[config.mk]
export PLATFORM = sky130hd
export DESIGN_NAME = multi_cycle_ctrl
export DESIGN_NICKNAME = d
export VERILOG_FILES = /design/src/rtl/multi_cycle_ctrl_pkg.sv /design/src/rtl/multi_cycle_ctrl_alu_dec.sv /design/src/rtl/multi_cycle_ctrl.sv
export SDC_FILE = /design/constraint.sdc
export NUM_CORES = 1
export LEC_CHECK = 0
export CORE_MARGIN = 2
export CORE_UTILIZATION = 43
export CTS_CLUSTER_DIAMETER = 30
export DETAILED_ROUTE_END_ITERATION = 8
export GPL_TIMING_DRIVEN = 0
export PLACE_DENSITY = 0.8
export SKIP_CTS_REPAIR_TIMING = 1
export SLEW_MARGIN = 20
export SYNTH_ARGS = -nofsm -noshare
export SYNTH_HDL_FRONTEND = slang
export SYNTH_SLANG_ARGS = --single-unit
[constraint.sdc]
create_clock -name clk -period 2.4 [get_ports clk]
set_input_delay 0.24 -clock clk [delete_from_list [all_inputs] [get_ports clk]]
set_output_delay 0.24 -clock clk [all_outputs]
set_load 0.05 [all_outputs]
[src/rtl/multi_cycle_ctrl_pkg.sv]
// Shared encodings for the multi-cycle MIPS control path: ALU ops, FSM states,
// opcode/funct values and datapath select codes.
package multi_cycle_ctrl_pkg;

  typedef enum logic [3:0] {
    ALU_ADD  = 4'd0,
    ALU_ADDU = 4'd1,
    ALU_SUBU = 4'd2,
    ALU_AND  = 4'd3,
    ALU_OR   = 4'd4,
    ALU_SLT  = 4'd5,
    ALU_LUI  = 4'd6,
    ALU_BEQ  = 4'd7,
    ALU_SRAV = 4'd8,
    ALU_SLTU = 4'd9
  } alu_op_t;

  typedef enum logic [3:0] {
    S_FETCH  = 4'd0,
    S_DECODE = 4'd1,
    S_RTEXE  = 4'd2,
    S_RTWB   = 4'd3,
    S_ITEXE  = 4'd4,
    S_ITWB   = 4'd5,
    S_MEMADR = 4'd6,
    S_MEMRD  = 4'd7,
    S_MEMWB  = 4'd8,
    S_MEMWR  = 4'd9,
    S_BEQ    = 4'd10,
    S_JMP    = 4'd11
  } state_t;

  typedef enum logic [2:0] {
    IC_ILLEGAL = 3'd0,
    IC_RTYPE   = 3'd1,
    IC_ITYPE   = 3'd2,
    IC_MEM     = 3'd3,
    IC_BEQ     = 3'd4,
    IC_JMP     = 3'd5
  } instr_class_t;

  localparam logic [5:0] OP_RTYPE = 6'h00;
  localparam logic [5:0] OP_J     = 6'h02;
  localparam logic [5:0] OP_BEQ   = 6'h04;
  localparam logic [5:0] OP_ADDIU = 6'h09;
  localparam logic [5:0] OP_ORI   = 6'h0D;
  localparam logic [5:0] OP_LUI   = 6'h0F;
  localparam logic [5:0] OP_LW    = 6'h23;
  localparam logic [5:0] OP_SW    = 6'h2B;

  localparam logic [5:0] FN_SRAV = 6'h07;
  localparam logic [5:0] FN_ADD  = 6'h20;
  localparam logic [5:0] FN_ADDU = 6'h21;
  localparam logic [5:0] FN_SUBU = 6'h23;
  localparam logic [5:0] FN_AND  = 6'h24;
  localparam logic [5:0] FN_OR   = 6'h25;
  localparam logic [5:0] FN_SLT  = 6'h2A;
  localparam logic [5:0] FN_SLTU = 6'h2B;

  localparam logic [1:0] SRCB_B    = 2'b00;
  localparam logic [1:0] SRCB_FOUR = 2'b01;
  localparam logic [1:0] SRCB_SEXT = 2'b10;
  localparam logic [1:0] SRCB_ZEXT = 2'b11;

  localparam logic [1:0] PCSRC_ALU    = 2'b00;
  localparam logic [1:0] PCSRC_ALUOUT = 2'b01;
  localparam logic [1:0] PCSRC_JUMP   = 2'b10;

endpackage

[src/rtl/multi_cycle_ctrl_alu_dec.sv]
// Combinational instruction decode: classifies {opcode,funct} and picks the
// ALU operation / operand-B select used in the execute states.
module multi_cycle_ctrl_alu_dec
  import multi_cycle_ctrl_pkg::*;
(
  input  logic [5:0]   opcode,
  input  logic [5:0]   funct,
  output alu_op_t      exe_op,
  output logic [1:0]   exe_src_b,
  output instr_class_t iclass
);

  always_comb begin
    exe_op    = ALU_ADDU;
    exe_src_b = SRCB_B;
    iclass    = IC_ILLEGAL;
    case (opcode)
      OP_RTYPE: begin
        iclass = IC_RTYPE;
        case (funct)
          FN_ADD:  exe_op = ALU_ADD;
          FN_ADDU: exe_op = ALU_ADDU;
          FN_SUBU: exe_op = ALU_SUBU;
          FN_AND:  exe_op = ALU_AND;
          FN_OR:   exe_op = ALU_OR;
          FN_SLT:  exe_op = ALU_SLT;
          FN_SLTU: exe_op = ALU_SLTU;
          FN_SRAV: exe_op = ALU_SRAV;
          default: iclass = IC_ILLEGAL;
        endcase
      end
      OP_LW, OP_SW: begin
        iclass    = IC_MEM;
        exe_op    = ALU_ADD;
        exe_src_b = SRCB_SEXT;
      end
      OP_BEQ: begin
        iclass = IC_BEQ;
        exe_op = ALU_SUBU;
      end
      OP_J:    iclass = IC_JMP;
      OP_ADDIU: begin
        iclass    = IC_ITYPE;
        exe_op    = ALU_ADDU;
        exe_src_b = SRCB_SEXT;
      end
      OP_ORI: begin
        iclass    = IC_ITYPE;
        exe_op    = ALU_OR;
        exe_src_b = SRCB_ZEXT;
      end
      OP_LUI: begin
        iclass    = IC_ITYPE;
        exe_op    = ALU_LUI;
        exe_src_b = SRCB_ZEXT;
      end
      default: iclass = IC_ILLEGAL;
    endcase
  end

endmodule

[src/rtl/multi_cycle_ctrl.sv]
// Control FSM for the multi-cycle MIPS datapath: sequences fetch/decode/execute/
// memory/writeback and stalls memory stages on the ready handshake.
module multi_cycle_ctrl
  import multi_cycle_ctrl_pkg::*;
(
  input  logic       clk,
  input  logic       rst,
  input  logic [5:0] opcode,
  input  logic [5:0] funct,
  input  logic       zero,
  input  logic       mem_ready,
  output logic       mem_req,
  output logic       mem_we,
  output logic       iord,
  output logic       ir_we,
  output logic       pc_we,
  output logic [1:0] pc_src,
  output logic       reg_we,
  output logic       reg_dst,
  output logic       mem_to_reg,
  output logic       alu_src_a,
  output logic [1:0] alu_src_b,
  output logic [3:0] alu_op,
  output logic       illegal,
  output logic [3:0] state
);

  state_t       state_q;
  state_t       next_state;
  alu_op_t      alu_op_c;
  alu_op_t      exe_op;
  logic [1:0]   exe_src_b;
  instr_class_t iclass;

  multi_cycle_ctrl_alu_dec u_alu_dec (
    .opcode    (opcode),
    .funct     (funct),
    .exe_op    (exe_op),
    .exe_src_b (exe_src_b),
    .iclass    (iclass)
  );

  always_ff @(posedge clk or posedge rst) begin
    if (rst) state_q <= S_FETCH;
    else     state_q <= next_state;
  end

  assign state  = state_q;
  assign alu_op = alu_op_c;

  // Outputs decode state combinationally and are gated by rst so enables drop
  // the moment reset asserts, not at the next clock edge.
  always_comb begin
    next_state = S_FETCH;
    mem_req    = 1'b0;
    mem_we     = 1'b0;
    iord       = 1'b0;
    ir_we      = 1'b0;
    pc_we      = 1'b0;
    pc_src     = PCSRC_ALU;
    reg_we     = 1'b0;
    reg_dst    = 1'b0;
    mem_to_reg = 1'b0;
    alu_src_a  = 1'b0;
    alu_src_b  = SRCB_B;
    alu_op_c   = ALU_ADDU;
    illegal    = 1'b0;
    if (!rst) begin
      case (state_q)
        S_FETCH: begin
          mem_req    = 1'b1;
          alu_src_b  = SRCB_FOUR;
          ir_we      = mem_ready;
          pc_we      = mem_ready;
          next_state = mem_ready ? S_DECODE : S_FETCH;
        end
        S_DECODE: begin
          alu_src_b = SRCB_SEXT;
          alu_op_c  = ALU_BEQ;
          case (iclass)
            IC_RTYPE: next_state = S_RTEXE;
            IC_ITYPE: next_state = S_ITEXE;
            IC_MEM:   next_state = S_MEMADR;
            IC_BEQ:   next_state = S_BEQ;
            IC_JMP:   next_state = S_JMP;
            default: begin
              illegal    = 1'b1;
              next_state = S_FETCH;
            end
          endcase
        end
        S_RTEXE: begin
          alu_src_a  = 1'b1;
          alu_src_b  = SRCB_B;
          alu_op_c   = exe_op;
          next_state = S_RTWB;
        end
        S_RTWB: begin
          reg_we  = 1'b1;
          reg_dst = 1'b1;
        end
        S_ITEXE: begin
          alu_src_a  = 1'b1;
          alu_src_b  = exe_src_b;
          alu_op_c   = exe_op;
          next_state = S_ITWB;
        end
        S_ITWB: reg_we = 1'b1;
        S_MEMADR: begin
          alu_src_a  = 1'b1;
          alu_src_b  = SRCB_SEXT;
          alu_op_c   = ALU_ADD;
          next_state = (opcode == OP_SW) ? S_MEMWR : S_MEMRD;
        end
        S_MEMRD: begin
          mem_req    = 1'b1;
          iord       = 1'b1;
          next_state = mem_ready ? S_MEMWB : S_MEMRD;
        end
        S_MEMWB: begin
          reg_we     = 1'b1;
          mem_to_reg = 1'b1;
        end
        S_MEMWR: begin
          mem_req    = 1'b1;
          mem_we     = 1'b1;
          iord       = 1'b1;
          next_state = mem_ready ? S_FETCH : S_MEMWR;
        end
        S_BEQ: begin
          alu_src_a = 1'b1;
          alu_src_b = SRCB_B;
          alu_op_c  = ALU_SUBU;
          pc_src    = PCSRC_ALUOUT;
          pc_we     = zero;
        end
        S_JMP: begin
          pc_src = PCSRC_JUMP;
          pc_we  = 1'b1;
        end
        default: next_state = S_FETCH;
      endcase
    end
  end

endmodule
==> metrics.txt <==
Least-Margin Pin Slew=0.539 ns; drt first pass iters=4; final WL=3100 um; WHS=0.195 ns; number of H-tree levels=1; CP startpoint kind=flip-flop; Detail Route Antenna Nets=0; die area=2540 um^2; Finished Layout Cells=207; IO Pins=38; clk slew on worst S/H paths=0.04 ns; Avg Cell Area, Syn=6.48 um^2; Starting Density=46.3%; crit path time final=2.38 ns; Layout Utilization=71.4%; Crit Path Max Fanout=8; DRC violations left=0; period utilization=99.0%; Max Cap Viol=0; crit path DAT=2.14 ns; Layout Nets=198; Slew Limit Headroom=64.1%; setup violation total in the final timing report=0; Netlist cell types=47; CTS sink count=4; register area share after synthesis=10.8%; CTS Buf Count=3; Total Power=325 uW; Setup Crit Path Kind=reg2out; Skew-Pair Late Insertion Delay=0.23 ns; Final WS setup=0.0246 ns; CP startpoint=state[2]; synth-to-layout area growth=54.3%; Post-Syn Area=927 um^2; root buf cell=clkbuf_4; Worst EP required=2.16 ns; Final Skew=0.00143 ns; Die H=50.4 um; layout cell share with drive strength beyond 1=17.2%; ANT cells=0; max FFs per register=4; largest net degree at the start of global routing=11; reg2reg path depth=5; pre-CTS WS=-0.870 ns; syn_nets=159; leak pwr=0.000706 uW; Slew Viols, Final=0; RSZ-0062 raised after global routing=true; VDD IR max=0.174 mV; CTS tree=done; Reg2Reg Launch Point=state[2]; commonest non-fill, non-tap cells in the layout=nor2_1, dlymetal6s2s_1, nand2_1; global-route wire length before repair=4870 um; CTS Buffer Depth=2; GRT Util Overall=23.4%; Ys Warns=0; Detailed Place HPWL=2350 um; PortBufs=34; # fillers=173; WL/cell=15.0 um; status=finished clean; Avg Vias per Cell=6.12; dpl cells=204; Min-Delay Path Class=in2async; Peak Freq=421 MHz; total number of vias=1266; ys flop type=dfrtp_1; #FFs+latches synth=4; async set-reset flop share out of synthesis=100%; Site Rows=16; Die Wd=50.4 um; gr ovfl total=0; CORE AREA=2000 um^2; DR iter-0 viols=39; Gate Count Post-Synth=143; PwrDens=227 nW/um^2; Setup crit end kind=output port; final hold vios=0; antenna violations before repair=0; vias in the first global route=1101; Routability Congestion=0.950; Post-synth EDFFs=0
==> report_power, final <==
group	switching (uW)	internal [uW]	total [uW]
registers	2.63	69.3	72.0
clock network	26.0	55.8	81.8
logic	109	62.3	171
==> routing by layer <==
metal,track usage (%),vias to the layer above,wire [um]
li1,-,616,-
met3,1.19,4,223
met2,39.5,55,1410
met5,0,-,0
met4,2.70,0,26
met1,33.8,591,1440
==> synthesized netlist by cell type (2+ instances only) <==
cell / instances / area [um^2]
a2111oi_0: 3 / 26.3
a21oi_1: 11 / 55.1
a31oi_1: 2 / 12.5
and3_1: 3 / 18.8
clkbuf_1: 9 / 33.8
dfrtp_1: 4 / 100
inv_1: 5 / 18.8
nand2_1: 12 / 45.0
nand2b_1: 5 / 31.3
nand3_1: 4 / 20.0
nand3b_1: 4 / 30.0
nor2_1: 18 / 67.6
nor2b_1: 3 / 18.8
nor3_1: 8 / 40.0
nor3b_1: 3 / 22.5
o211ai_1: 2 / 15.0
o21ai_0: 6 / 30.0
o21ai_1: 3 / 15.0
o32a_1: 2 / 20.0
or3_1: 2 / 12.5
or3_4: 2 / 22.5
or3b_1: 2 / 17.5
or4_1: 3 / 22.5
xnor2_1: 4 / 35.0
==> per-stage QoR <==
| step | cell area [um^2] | TNS [ns] |
|---|---|---|
| after floorplan | 1000 | -0.408 |
| after global placement | 1370 | -5.59 |
| after detailed placement | 1370 | -6.07 |
| after CTS | 1400 | -8.88 |
| after global routing | 1430 | -0.0642 |
| final | 1430 | 0 |
==> path summary, 6_finish.rpt <==
path,slack [ns],endpoint
setup / recovery,0.02,alu_op[3]
hold / removal,0.19,state[0]
setup reg to reg,0.67,state[1]
hold reg to reg,0.78,state[2]
max in group asynchronous,1.97,state[3]
min in group clk,0.49,state[0]
==> cells by family (layout without fill, tap and decap cells) <==
logic type | Yosys count | after routing | share of synthesized area [%]
DFF | 4 | 4 | 10.8
xor gates and xnor gates | 4 | 4 | 3.78
buffers and inverters | 15 | 52 | 6.21
and+or+nand+nor | 79 | 79 | 48.6
AOI/OAI and AO/OA | 41 | 41 | 30.6
==> worst max-delay path, stage by stage (launching register included) <==
cell	delay, ns
dfrtp_1	0.33
clkbuf_1	0.33
xnor2_1	0.11
or3_1	0.34
or3_4	0.37
a211oi_4	0.16
clkbuf_4	0.26
==> layout make-up <==
cell class	instances	area, um^2	area share, %
buffer	10	45.0	3.15
clock buffer	3	22.5	1.57
inverter	5	18.8	1.31
multi-input combinational	124	850	59.4
sequential	4	100	7.00
tap	27	33.8	2.36
timing repair buffer	34	360	25.2
Power figures use the tool's default switching activity.
